### config.mk
export PLATFORM = sky130hd
export DESIGN_NAME = rsp_packer
export DESIGN_NICKNAME = d
export VERILOG_FILES = /design/src/rtl/rsp_packer.sv
export SDC_FILE = /design/constraint.sdc
export NUM_CORES = 1
export LEC_CHECK = 0
export ABC_AREA = 0
export CAP_MARGIN = 10
export CORE_ASPECT_RATIO = 2
export CORE_MARGIN = 4
export CORE_UTILIZATION = 30
export DETAILED_ROUTE_END_ITERATION = 16
export PLACE_DENSITY = 0.5
export SKIP_LAST_GASP = 1
export SLEW_MARGIN = 20
export SYNTH_ARGS = -nofsm -noshare
export SYNTH_HDL_FRONTEND = slang
export SYNTH_SLANG_ARGS = --single-unit
### constraint.sdc
create_clock -name sysclk -period 4.9 [get_ports sysclk]
set_input_delay 0.735 -clock sysclk [delete_from_list [all_inputs] [get_ports sysclk]]
set_output_delay 0.735 -clock sysclk [all_outputs]
set_load 0.01 [all_outputs]
### src/rtl/rsp_packer.sv
// rsp_packer: buffers 32-bit read words in a small FIFO and serializes them
// LSB-first into response bytes, honouring start lane and byte count.
// Ports:
//   sysclk, sys_rstn          clock, async active-low reset
//   start, start_byte,        begin a response (flushes FIFO, aborts current)
//   byte_count
//   word_valid, word_data,    read-word input with ready handshake
//   word_ready
//   byte_take, byte_valid,    byte output consumed by the JTAG interface
//   byte_data
//   busy, done, underrun      response status
module rsp_packer #(
    parameter int DEPTH_LOG2 = 3
) (
    input  logic        sysclk,
    input  logic        sys_rstn,
    input  logic        start,
    input  logic [1:0]  start_byte,
    input  logic [7:0]  byte_count,
    input  logic        word_valid,
    input  logic [31:0] word_data,
    output logic        word_ready,
    input  logic        byte_take,
    output logic        byte_valid,
    output logic [7:0]  byte_data,
    output logic        busy,
    output logic        done,
    output logic        underrun
);

    localparam int DEPTH = 1 << DEPTH_LOG2;
    localparam int CW = DEPTH_LOG2 + 1;
    localparam logic [CW-1:0] FULL = CW'(DEPTH);

    typedef enum logic {
        IDLE,
        RUN
    } state_t;

    state_t                state_q, state_d;
    logic [31:0]           mem_q [DEPTH];
    logic [31:0]           mem_d [DEPTH];
    logic [DEPTH_LOG2-1:0] wr_ptr_q, wr_ptr_d;
    logic [DEPTH_LOG2-1:0] rd_ptr_q, rd_ptr_d;
    logic [CW-1:0]         cnt_q, cnt_d;
    logic [1:0]            lane_q, lane_d;
    logic [7:0]            rem_q, rem_d;
    logic [6:0]            need_q, need_d;
    logic                  byte_valid_q, byte_valid_d;
    logic [7:0]            byte_data_q, byte_data_d;
    logic                  done_q, done_d;
    logic                  underrun_q, underrun_d;

    logic [8:0]  span;
    logic        store;
    logic        pop;
    logic        take_ok;
    logic [31:0] head_word;

    always_comb begin
        state_d    = state_q;
        mem_d      = mem_q;
        wr_ptr_d   = wr_ptr_q;
        rd_ptr_d   = rd_ptr_q;
        cnt_d      = cnt_q;
        lane_d     = lane_q;
        rem_d      = rem_q;
        need_d     = need_q;
        underrun_d = underrun_q;
        done_d     = 1'b0;
        store      = 1'b0;
        pop        = 1'b0;
        take_ok    = byte_take && byte_valid_q;
        // Words needed = ceil((start_byte + byte_count) / 4).
        span = {7'd0, start_byte} + {1'b0, byte_count} + 9'd3;

        if (start) begin
            state_d    = (byte_count != 8'd0) ? RUN : IDLE;
            wr_ptr_d   = '0;
            rd_ptr_d   = '0;
            cnt_d      = '0;
            lane_d     = start_byte;
            rem_d      = byte_count;
            need_d     = span[8:2];
            underrun_d = 1'b0;
            done_d     = (byte_count == 8'd0);
        end else begin
            // Words beyond the last needed one (or in IDLE) are
            // handshaken but dropped.
            store = word_valid && word_ready &&
                    (state_q == RUN) && (need_q != 7'd0);
            pop   = take_ok && ((lane_q == 2'd3) || (rem_q == 8'd1));
            if (store) begin
                mem_d[wr_ptr_q] = word_data;
                wr_ptr_d        = wr_ptr_q + 1'b1;
                need_d          = need_q - 7'd1;
            end
            if (pop) begin
                rd_ptr_d = rd_ptr_q + 1'b1;
            end
            cnt_d = cnt_q + CW'(store) - CW'(pop);
            if (take_ok) begin
                lane_d = lane_q + 2'd1;
                rem_d  = rem_q - 8'd1;
                if (rem_q == 8'd1) begin
                    state_d = IDLE;
                    done_d  = 1'b1;
                end
            end
            if (byte_take && (state_q == RUN) && !byte_valid_q) begin
                underrun_d = 1'b1;
            end
        end

        // Bypass: a word written this cycle may become the new head.
        head_word = (store && (rd_ptr_d == wr_ptr_q)) ? word_data
                                                      : mem_q[rd_ptr_d];
        byte_valid_d = (state_d == RUN) && (cnt_d != '0);
        byte_data_d  = byte_valid_d ? head_word[{lane_d, 3'b000} +: 8]
                                    : 8'hFF;
    end

    always_ff @(posedge sysclk or negedge sys_rstn) begin
        if (!sys_rstn) begin
            state_q <= IDLE;
            for (int i = 0; i < DEPTH; i++) begin
                mem_q[i] <= '0;
            end
            wr_ptr_q     <= '0;
            rd_ptr_q     <= '0;
            cnt_q        <= '0;
            lane_q       <= '0;
            rem_q        <= '0;
            need_q       <= '0;
            byte_valid_q <= 1'b0;
            byte_data_q  <= 8'hFF;
            done_q       <= 1'b0;
            underrun_q   <= 1'b0;
        end else begin
            state_q      <= state_d;
            mem_q        <= mem_d;
            wr_ptr_q     <= wr_ptr_d;
            rd_ptr_q     <= rd_ptr_d;
            cnt_q        <= cnt_d;
            lane_q       <= lane_d;
            rem_q        <= rem_d;
            need_q       <= need_d;
            byte_valid_q <= byte_valid_d;
            byte_data_q  <= byte_data_d;
            done_q       <= done_d;
            underrun_q   <= underrun_d;
        end
    end

    assign word_ready = (cnt_q != FULL);
    assign byte_valid = byte_valid_q;
    assign byte_data  = byte_data_q;
    assign busy       = (state_q == RUN);
    assign done       = done_q;
    assign underrun   = underrun_q;

endmodule

### Yosys cells after proc, flatten, opt, wreduce, memory -nomap -nowiden

Cells that the tools add are included.
W data, S select, Z words.

| word-level totals | value |
|---|---|
| output and inout port bits | 13 |
| input port bits | 47 |
| register bits after elaboration | 295 |
| word-level logic and storage cells | 88 |

| cells by class | value |
|---|---|
| reductions and logical operators | 20 |
| add/sub/neg operators | 9 |
| bitwise logic cells | 3 |
| shifts and indexed selects | 1 |
| equal/unequal tests | 4 |
| $lt $le $gt $ge | 3 |
| mux-type cells | 29 |

Operators by type and width:

| operator | count |
|---|---|
| $bwmux W256 | 1 |
| $mux W32 | 4 |
| $bmux W32 S3 | 1 |
| $demux W32 S3 | 1 |
| $shiftx A32 B6 Y8 | 1 |
| $mux W8 | 3 |
| $mux W7 | 2 |
| $mux W3 | 4 |
| $logic_and A1 B1 Y1 | 10 |
| $mux W1 | 10 |
| $add A2 B8 Y9 | 1 |
| $add A9 B2 Y9 const B | 1 |
| $eq A8 B1 Y1 const B | 1 |
| $ge A4 B4 Y1 const B | 2 |
| $logic_not A8 Y1 | 1 |
| $not A3 Y4 | 2 |
| $reduce_bool A8 Y1 | 1 |
| $sub A8 B1 Y8 const B | 1 |
| $reduce_bool A7 Y1 | 1 |
| $sub A7 B1 Y7 const B | 1 |
| $add A3 B1 Y3 const B | 2 |
| $reduce_bool A2 Y1 | 3 |
| $add A4 B1 Y4 | 1 |
| $lt A4 B1 Y1 const B | 1 |
| other kinds (12) | 13 |

### Logic depth before layout (Yosys ltp)

Gate-level depths: netlist of the first run.

| depth | value |
|---|---|
| depth after elaboration | 12 |
| mapped depth | 17 |

### Worst setup path after synthesis of the first run

OpenSTA, ideal clock, no wires.

| path | value |
|---|---|
| kind | register to register |
| from | reg cnt_q[2] |
| to | reg byte_data_q[3], in the netlist byte_data[3] |
| period minus slack after synthesis | 3963 ps |
| data arrival time | 3888 ps |
| data required time | 4826 ps |
| slack | 937 ps |
| setup time | 74 ps |
| stages on the path, launching flop included | 17 |
| path buffers | 1 |
| cell sequence | dfrtp_1 -> inv_1 -> ha_1 -> or3b_2 -> o2111a_1 -> clkbuf_1 -> clkinv_1 -> ha_1 -> inv_1 -> ha_1 -> fa_1 -> xnor2_1 -> nor2_1 -> o41ai_1 -> nand2b_1 -> nand4bb_1 -> o2bb2ai_1 |

| on the way | value |
|---|---|
| cells in the longest elaborated chain, start to end | 10 |
| elaborated cells between the ends (all ways) | 14 |
| those cells by class | 2 x add/sub; 1 x eq/ne; 1 x shift; 4 x mux; 6 x reduce/logical |

Ends and longest elaborated chain:

| element | line | source |
|---|---|---|
| start: declaration | 45 | `logic [CW-1:0] cnt_q, cnt_d;` |
| start signal: assignment | 144 | `cnt_q <= cnt_d;` |
| $ne A4 B4 Y1 | 155 | `assign word_ready = (cnt_q != FULL);` |
| via word_ready | 22 | `output logic word_ready,` |
| $logic_and A1 B1 Y1 (2 in series) | 90 | `store = word_valid && word_ready &&` |
| $logic_and A1 B1 Y1 | 91 | `(state_q == RUN) && (need_q != 7'd0);` |
| $add A4 B1 Y4 | 101 | `cnt_d = cnt_q + CW'(store) - CW'(pop);` |
| $sub A4 B1 Y4 | 101 |  |
| $mux W4 | 77 | `if (start) begin` |
| via cnt_d[2] | 45 |  |
| $reduce_bool A4 Y1 | 118 | `byte_valid_d = (state_d == RUN) && (cnt_d != '0);` |
| $logic_and A1 B1 Y1 | 118 |  |
| $mux W8 | 119 | `byte_data_d = byte_valid_d ? head_word[{lane_d, 3'b000} +: 8]` |
| via byte_data_d[3] | 50 | `logic [7:0] byte_data_q, byte_data_d;` |
| end signal: assignment | 149 | `byte_data_q <= byte_data_d;` |
| end: declaration | 50 |  |

The timed path passes the listed nets, and every way through them passes these cells.
A chain may end at the register's enable or synchronous reset.

### Worst setup path after layout of the first run

| path | value |
|---|---|
| from | reg cnt_q[2] |
| to | reg byte_data_q[3], in the netlist byte_data[3] |

| on the way | value |
|---|---|
| cells in the longest elaborated chain, start to end | 10 |
| elaborated cells between the ends (all ways) | 14 |
| those cells by class | 2 x add/sub; 1 x eq/ne; 1 x shift; 4 x mux; 6 x reduce/logical |

Ends and longest elaborated chain:

| element | line |
|---|---|
| $ne A4 B4 Y1 | 155 |
| $logic_and A1 B1 Y1 (2 in series) | 90 |
| $logic_and A1 B1 Y1 | 91 |
| $add A4 B1 Y4 | 101 |
| $sub A4 B1 Y4 | 101 |
| $mux W4 | 77 |
| via cnt_d[1] | 45 |
| $reduce_bool A4 Y1 | 118 |
| $logic_and A1 B1 Y1 | 118 |
| $mux W8 | 119 |
| via byte_data_d[3] | 50 |

The timed path passes the listed nets, and every way through them passes these cells.

==> Flow_metrics.wiki, run 1 <==
{| class="wikitable"
! Metric !! Value
|-
| Overall overflow remaining after global route || 0
|-
| Count of antenna-violating nets left after detailed routing || 0
|-
| Setup repair after global routing missed its margin || no
|-
| Endpoints failing setup || 0
|-
| Area enclosed by the die boundary || 51,440 µm²
|-
| Longest Clk Path Bufs || 3
|-
| Post-synthesis instance area || around 14,000 µm²
|-
| Die Y-Extent || about 320 µm
|-
| Combinational fraction of design power || 0.288
|-
| Post-CTS sizing || 0
|-
| Number of placed cells counting well taps || roughly 1.8k
|-
| Count of state elements after synthesis || about 300
|-
| Maximum number of pins on one net before global-route repair || approximately 110
|-
| Post-route clock period utilization || 0.7573
|-
| Largest clock skew in the final design || 12.40 ps
|-
| Detailed-route via count || between 9k and 10k
|-
| Count of distinct cell types in the synthesized netlist || between 60 and 70
|-
| Hold violation count in the final report || 0
|-
| Crit path kind || reg2reg
|-
| Remaining design rule violation count || 0
|-
| Top fanout value on the critical path || 9
|-
| Routability Congestion || slightly below 0.8
|-
| Std-Cell Core Area || 46,950 µm²
|-
| Clock period minus worst slack || roughly 3700 ps
|-
| Vias in the first global route || 10.55k
|-
| Post-route worst hold slack || approximately 240 ps
|-
| Worst path cell trace || inv_1 -> ha_1 -> or3b_2 -> o2111a_1 -> buf_4 -> clkinv_1 -> ha_1 -> inv_1 -> ha_1 -> fa_1 -> nor2b_1 -> o41ai_2 -> nand2b_1 -> nand4bb_1 -> o2bb2ai_1
|-
| Antenna diode count || 0
|-
| Buffer count from post-CTS setup fixing || 0
|-
| Total Routed Length || about 40 mm
|-
| Initial core utilization || 0.3047
|-
| Power share of the sequential group || 0.414
|-
| Std cell rows || roughly 110
|-
| Post-Synthesis Mean Instance Area || 12.03 µm²
|-
| Fin cells || between 1.5k and 2k
|-
| Number of instances in the synthesized netlist || around 1.2k
|-
| Least-Margin Pin Slew || 912.0 ps
|-
| Count of synthesis-stage warnings from yosys || 0
|-
| Data arrival at the endpoint of the critical path || between 4000 and 5000 ps
|-
| Cts bufs inserted || 29
|-
| Maximum achievable frequency || 269.5 MHz
|-
| Critical path launch point type || register
|-
| Overall power of the completed layout || slightly above 8 mW
|-
| Post-layout nets || roughly 1.3k
|-
| Area added between synthesis and finish || 17.25%
|-
| Horizontal die dimension || roughly 160 µm
|-
| First-pass GRT wire length || approximately 64 mm
|-
| I/O Buffers || 59
|-
| Sequential share of the synthesized area || 0.5168
|-
| CTS HTree Levels || 1
|-
| Total power divided by cell area || a little under 500 nW/µm²
|-
| Multi-input combinational cell area || between 6000 and 7000 µm²
|-
| Maximum ir drop on the vdd rail || 0.2073 mV
|-
| Aggregate negative setup slack || 0 ps
|-
| Fillers || ~4.6k
|-
| Number of pins exceeding their max-slew limit in the final report || 0
|-
| Portion of total power attributed to the clock network || 0.298
|-
| Biggest cell delay along the critical path || ~500 ps
|-
| Most common flop cell mapped by yosys || sky130_fd_sc_hd__dfrtp_1
|-
| Average via count per standard cell || about 5.2
|-
| Internal power || 5.665 mW
|-
| GR Util All Layers || 0.1604
|-
| Worst-path cell with the longest stage delay || sky130_fd_sc_hd__or3b_2
|-
| Net Count, Synth || 1,251
|-
| Average routed wire per standard cell || about 22 µm
|-
| Switching power of the nets || 2.614 mW
|-
| Required time reported for the critical path endpoint || roughly 5400 ps
|-
| Number of buffers inserted by hold repair at cts || 0
|-
| Fraction of final layout cells sized beyond drive strength 1 || 0.2939
|-
| Run status || finished clean
|-
| Clock edge transition at the registers on the reported setup and hold paths || 70 ps
|-
| Sw Ratio || 0.3158
|-
| Slew headroom || 0.3913
|-
| Detailed-router iteration count before antenna repair || 5
|-
| HPWL Detailed || about 28 mm
|-
| Clock insertion delay at the later pin of the skew report || between 500 and 600 ps
|-
| Cell type with the highest occurrence count on the critical path || sky130_fd_sc_hd__ha_1
|-
| Sequential Area || between 7000 and 8000 µm²
|-
| Critical path buffers and inverters || 4
|-
| DR iter-0 viols || about 430
|-
| Max-cap viol count || 0
|-
| Buffer cell driving the clock tree root || sky130_fd_sc_hd__clkbuf_16
|-
| Leak Pwr || 7.345 nW
|-
| Number of primary I/O pins || 60
|-
| Number of antenna violations at the first check in global routing || 0
|-
| Gate family responsible for the most delay along the worst path || simple AND/OR/NAND/NOR gates
|-
| # clock sinks || 295
|-
| Path category of the worst min-delay check || in2async
|-
| Worst setup EP type || register
|-
| Proportion of synthesized flip-flops having asynchronous set or reset || 1.000
|-
| TritonCTS clock tree || built
|-
| Count of flip-flops with a built-in enable after synthesis || 0
|}
power by group through the flow:
stage | clock network, mW | registers, mW | logic [mW]
after global routing | 2.63 | 3.50 | 2.61
after CTS | 2.54 | 3.43 | 2.43
after floorplan | 0 | 3.35 | 1.59
final | 2.47 | 3.43 | 2.38
after global placement | 0 | 3.46 | 2.38
after detailed placement | 0 | 3.48 | 2.42
Yosys cell counts (4+ instances only):
library cell / n / area share
sky130_fd_sc_hd__a211oi_1: 5 / 0.0026
sky130_fd_sc_hd__a21oi_1: 16 / 0.0056
sky130_fd_sc_hd__a311o_1: 6 / 0.0042
sky130_fd_sc_hd__a311oi_1: 10 / 0.0061
sky130_fd_sc_hd__a31oi_1: 8 / 0.0035
sky130_fd_sc_hd__a32oi_1: 6 / 0.0037
sky130_fd_sc_hd__and3_1: 11 / 0.0048
sky130_fd_sc_hd__buf_1: 20 / 0.0052
sky130_fd_sc_hd__buf_2: 5 / 0.0017
sky130_fd_sc_hd__clkbuf_1: 42 / 0.011
sky130_fd_sc_hd__dfrtp_1: 287 / 0.50
sky130_fd_sc_hd__dfstp_2: 8 / 0.015
sky130_fd_sc_hd__ha_1: 13 / 0.011
sky130_fd_sc_hd__inv_1: 19 / 0.0050
sky130_fd_sc_hd__mux2_2: 259 / 0.20
sky130_fd_sc_hd__mux2i_1: 95 / 0.066
sky130_fd_sc_hd__nand2_1: 133 / 0.035
sky130_fd_sc_hd__nand2b_1: 6 / 0.0026
sky130_fd_sc_hd__nand3_1: 39 / 0.014
sky130_fd_sc_hd__nor2_1: 31 / 0.0081
sky130_fd_sc_hd__nor2b_1: 6 / 0.0026
sky130_fd_sc_hd__nor3_1: 11 / 0.0038
sky130_fd_sc_hd__nor4_1: 11 / 0.0048
sky130_fd_sc_hd__o21ai_0: 13 / 0.0045
sky130_fd_sc_hd__o21ai_1: 6 / 0.0021
sky130_fd_sc_hd__o22ai_1: 30 / 0.013
sky130_fd_sc_hd__o31ai_1: 5 / 0.0026
sky130_fd_sc_hd__o32ai_1: 4 / 0.0024
sky130_fd_sc_hd__or3_1: 5 / 0.0022
sky130_fd_sc_hd__or4_1: 6 / 0.0031
sky130_fd_sc_hd__xnor2_1: 14 / 0.0086
sky130_fd_sc_hd__xor2_1: 8 / 0.0049
state kept, by name (all words and copies together), names as in the netlist, 2 cells and up:
signal / flops
cnt_q: 4
need_q: 7
mem_q: 256
rem_q: 8
rd_ptr_q: 3
wr_ptr_q: 3
lane_q: 2
byte_data: 8
layer usage:
layer	global-route usage	vias up	routed length, µm
met5	0	-	0
met4	0.05753	0	1407
met3	0.01712	71	1236
met2	0.3203	165	23420
met1	0.1704	5061	15080
li1	-	4419	-
worst paths after layout:
path | start | to | slack [ps] | cells past startpoint
max | cnt_q[2]$_DFF_PN0_ | byte_data[3]$_DFF_PN1_ | 1190 | 15
min | sys_rstn | mem_q[204]$_DFFE_PN0P_ | 240 | 1
max reg2reg | cnt_q[2]$_DFF_PN0_ | byte_data[3]$_DFF_PN1_ | 1190 | 15
min reg2reg | underrun$_DFFE_PN0P_ | underrun$_DFFE_PN0P_ | 490 | 2
max in group asynchronous | sys_rstn | mem_q[33]$_DFFE_PN0P_ | 3420 | 2
min in group sysclk | underrun$_DFFE_PN0P_ | underrun$_DFFE_PN0P_ | 490 | 2
cell families (layout without fill, tap and decap cells):
group                    Yosys count  in the layout  synth area share
multiplexers                     355            355            0.2720
flip-flops                       295            295            0.5168
AND/OR/NAND/NOR                  277            277           0.09212
AO/OA/AOI/OAI                    131            131           0.06448
buffers and inverters             94            164           0.02694
XOR/XNOR                          22             22           0.01347
adder cells (fa/ha/maj)           15             15           0.01417
worst reg2reg max path, cell delays in order (launching register included):
cell,delay [ps]
sky130_fd_sc_hd__dfrtp_1,370
sky130_fd_sc_hd__inv_1,80
sky130_fd_sc_hd__ha_1,130
sky130_fd_sc_hd__or3b_2,500
sky130_fd_sc_hd__o2111a_1,150
sky130_fd_sc_hd__buf_4,170
sky130_fd_sc_hd__clkinv_1,160
sky130_fd_sc_hd__ha_1,260
sky130_fd_sc_hd__inv_1,60
sky130_fd_sc_hd__ha_1,170
sky130_fd_sc_hd__fa_1,400
sky130_fd_sc_hd__nor2b_1,160
sky130_fd_sc_hd__o41ai_2,410
sky130_fd_sc_hd__nand2b_1,340
sky130_fd_sc_hd__nand4bb_1,180
sky130_fd_sc_hd__o2bb2ai_1,120
cell usage in the layout, fill, tap and decap left out, types with 14 or more instances in the layout:
master	instances
sky130_fd_sc_hd__a21oi_1	16
sky130_fd_sc_hd__buf_4	25
sky130_fd_sc_hd__clkbuf_16	29
sky130_fd_sc_hd__clkdlybuf4s50_1	57
sky130_fd_sc_hd__dfrtp_1	287
sky130_fd_sc_hd__inv_1	18
sky130_fd_sc_hd__mux2_2	259
sky130_fd_sc_hd__mux2i_1	95
sky130_fd_sc_hd__nand2_1	132
sky130_fd_sc_hd__nand3_1	35
sky130_fd_sc_hd__nor2_1	31
sky130_fd_sc_hd__o22ai_1	30
sky130_fd_sc_hd__xnor2_1	14
through the flow:
stage	setup WS [ps]	area [µm²]	utilization
6_report	1189	16770	0.3572
5_1_grt	976.1	16770	0.3572
4_1_cts	1182	16770	0.3572
3_5_place_dp	742.6	15720	0.3348
3_3_place_gp	790.6	15720	0.3348
2_1_floorplan	936.6	14300	-
layout make-up:
class,count,area share
Timing Repair Buffer,89,0.05238
Clock inverter,16,0.01350
Inverter,22,0.004924
Sequential cell,295,0.4408
Tap cell,627,0.04678
Multi-Input combinational cell,800,0.3924
Clock buffer,37,0.04924
Power figures use the tool's default switching activity.
==> run 2: changes to the inputs <==
==> constraint.sdc (replaced) <==
create_clock -name sysclk -period 3.56 [get_ports sysclk]
set_input_delay 0.534 -clock sysclk [delete_from_list [all_inputs] [get_ports sysclk]]
set_output_delay 0.534 -clock sysclk [all_outputs]
set_load 0.01 [all_outputs]
==> run 2 against run 1 <==
Against the previous run: fmax rose by 7.8%; register-to-register slack got worse by 1100 ps; highest routed layer unchanged; final cell count rose by 3.4%; hold slack improved by 260 ps; clock-buffer cell count rose by 6; critical endpoint is now byte_data[2]$_DFF_PN1_.
==> Flow_metrics.wiki, run 2 (synthesis results as in run 1) <==
{| class="wikitable"
! Metric !! Value
|-
| Cts bufs inserted || 29
|-
| Worst setup EP type || register
|-
| Number of primary I/O pins || 60
|-
| Remaining design rule violation count || 0
|-
| Max FFs per register || ~260
|-
| Std cell rows || around 110
|-
| HPWL Detailed || 28.54 mm
|-
| Worst-path cell with the longest stage delay || sky130_fd_sc_hd__or4_1
|-
| Top library cells by usage in the layout, fill and taps aside || 287 x sky130_fd_sc_hd__dfrtp_1, 259 x sky130_fd_sc_hd__mux2_2, 132 x sky130_fd_sc_hd__nand2_1, 95 x sky130_fd_sc_hd__mux2i_1, 78 x sky130_fd_sc_hd__buf_4
|-
| Hold violation count in the final report || 0
|-
| TritonCTS clock tree || built
|-
| DR iter-0 viols || 439
|-
| Routability Congestion || 0.7932
|-
| Data arrival at the endpoint of the critical path || around 4000 ps
|-
| Top fanout value on the critical path || 8
|-
| Largest clock skew in the final design || about 16 ps
|-
| Fillers || 4,644
|-
| Slew headroom || 0.4339
|-
| Maximum number of pins on one net before global-route repair || 100
|-
| Total Routed Length || ~42 mm
|-
| Most common library cell in the layout ignoring fill and taps || sky130_fd_sc_hd__dfrtp_1
|-
| First-pass GRT wire length || approximately 65 mm
|-
| Clock period minus worst slack || ~3400 ps
|-
| Met2 usage || 0.3141
|-
| Clock insertion delay at the later pin of the skew report || between 500 and 600 ps
|-
| Number of antenna violations at the first check in global routing || 1
|-
| Detailed-route via count || 9,903
|-
| I/O Buffers || 59
|-
| Fin cells || 1,950
|-
| Global-route layer with the greatest usage || met2
|-
| Number of placed cells counting well taps || ~1.9k
|-
| Buffer count from post-CTS setup fixing || 0
|-
| Crit path kind || reg2reg
|-
| Beginning of the worst register-to-register path || need_q[2]$_DFFE_PN0P_
|-
| Fraction of final layout cells sized beyond drive strength 1 || 0.3306
|-
| Worst path cell trace || or4_1 -> o2111a_1 -> clkinv_1 -> ha_1 -> inv_1 -> ha_1 -> fa_1 -> nor2b_2 -> o41ai_4 -> buf_4 -> inv_1 -> o311ai_1 -> o32a_1
|-
| Run status || finished clean
|-
| Initial core utilization || 0.3047
|-
| GR Util All Layers || 0.1627
|-
| Buffer cell driving the clock tree root || sky130_fd_sc_hd__clkbuf_16
|-
| CTS HTree Levels || 1
|-
| Overall overflow remaining after global route || 0
|-
| Met3 capacity usage during global routing || 0.01984
|-
| Crit. Startpoint || need_q[2]$_DFFE_PN0P_
|-
| Detailed-router iteration count before antenna repair || 4
|-
| Critical path buffers and inverters || 4
|-
| Longest Clk Path Bufs || 3
|-
| Endpoints failing setup || 0
|-
| Die Y-Extent || between 300 and 400 µm
|-
| Final Instance Area || ~17,000 µm²
|-
| Max-cap viol count || 0
|-
| Area added between synthesis and finish || 21.24%
|-
| Horizontal die dimension || ~160 µm
|-
| Post-layout nets || between 1k and 1.5k
|-
| Critical path launch point type || register
|-
| Biggest cell delay along the critical path || around 540 ps
|-
| Gate family responsible for the most delay along the worst path || compound AO/OA/AOI/OAI gates
|-
| Routing usage on met1 || 0.1729
|-
| Maximum achievable frequency || 290.6 MHz
|-
| Area after DPL || between 15,000 and 20,000 µm²
|-
| Count of antenna-violating nets left after detailed routing || 0
|-
| Area enclosed by the die boundary || between 50,000 and 60,000 µm²
|-
| Aggregate negative setup slack || 0 ps
|-
| Setup repair after global routing missed its margin || yes
|-
| Required time reported for the critical path endpoint || around 4100 ps
|-
| Post-route worst hold slack || about 500 ps
|-
| Maximum ir drop on the vdd rail || approximately 0.36 mV
|-
| Leak Pwr || 7.658 nW
|-
| Startpoint of the worst hold path || mem_q[17]$_DFFE_PN0P_
|-
| Least-Margin Pin Slew || approximately 850 ps
|-
| Clock edge transition at the registers on the reported setup and hold paths || 70 ps
|-
| Path category of the worst min-delay check || reg2reg
|-
| # clock sinks || a little under 300
|-
| Top reg by flops || mem_q
|-
| Average routed wire per standard cell || 21.33 µm
|-
| Vias in the first global route || 10.90k
|-
| Share of the core filled with cells || 0.3694
|-
| Std-Cell Core Area || 46,950 µm²
|-
| Number of pins exceeding their max-slew limit in the final report || 0
|-
| Average via count per standard cell || between 5 and 6
|-
| Post-route clock period utilization || 0.9667
|-
| Total power divided by cell area || 660.3 nW/µm²
|}
[run 2: cell count changes in the layout (fill, tap and decap cells not counted), moves of 4 or more]
cell,delta
sky130_fd_sc_hd__bufinv_16,-4
sky130_fd_sc_hd__clkbuf_1,+6
sky130_fd_sc_hd__buf_4,+53
sky130_fd_sc_hd__buf_12,+8
[run 2: repair_timing]
| action | in CTS | in global routing |
|---|---|---|
| setup endpoints to repair | 4 | 9 |
| resized for setup | 4 | 10 |
| hold buffers | 1 | 0 |
| pin swaps | 2 | 3 |
| endpoints found under the hold margin | 10 | 0 |
[run 2: worst register-to-register path, stage by stage (launching register included)]
cell and delay [ps]:
sky130_fd_sc_hd__dfrtp_1 420, sky130_fd_sc_hd__or4_1 540, sky130_fd_sc_hd__o2111a_1 260, sky130_fd_sc_hd__clkinv_1 70
sky130_fd_sc_hd__ha_1 220, sky130_fd_sc_hd__inv_1 60, sky130_fd_sc_hd__ha_1 170, sky130_fd_sc_hd__fa_1 420
sky130_fd_sc_hd__nor2b_2 180, sky130_fd_sc_hd__o41ai_4 420, sky130_fd_sc_hd__buf_4 270, sky130_fd_sc_hd__inv_1 90
sky130_fd_sc_hd__o311ai_1 80, sky130_fd_sc_hd__o32a_1 190
[run 2: path summary, 6_finish.rpt]
path,slack (ps),cells past startpoint,to
worst max-delay path,120,13,byte_data[2]$_DFF_PN1_
worst min register to register,500,1,mem_q[17]$_DFFE_PN0P_
min in group asynchronous,530,2,mem_q[238]$_DFFE_PN0P_
worst max register to register,120,13,byte_data[2]$_DFF_PN1_
worst min-delay path,500,1,mem_q[17]$_DFFE_PN0P_
max in group asynchronous,1980,3,byte_data[3]$_DFF_PN1_
[run 2: area by class of cell]
type	count	area, µm²	share of cell area
Antenna cell	1	2.502	0.0001443
Clock buffer	43	848.3	0.04892
Clock inverter	11	117.6	0.006783
Inverter	22	82.58	0.004762
Multi-Input combinational cell	800	6666	0.3844
Sequential cell	295	7392	0.4263
Tap cell	627	784.5	0.04524
Timing Repair Buffer	151	1446	0.08341
[run 2: where the power goes]
group / switching, mW / internal [mW]
Combinational: 1.79 / 1.83
Clock: 1.39 / 1.74
Sequential: 0.474 / 4.22
Total: 3.66 / 7.79
[run 2: metal layers]
metal  vias to the layer above  wire (µm)  share of wire
met1                      5127      15270           0.37
met5                         -          0              0
li1                       4519          -              -
met4                         0       1929          0.046
met2                       167      23150           0.56
met3                        90       1252          0.030
[run 2: metrics by stage]
step,worst slack [ps],power [mW]
2_1_floorplan,0.5356,6.819
3_3_place_gp,-309.3,8.269
3_5_place_dp,-312.0,8.342
4_1_cts,-4.172,11.58
5_1_grt,-22.59,12.14
6_report,118.5,11.45
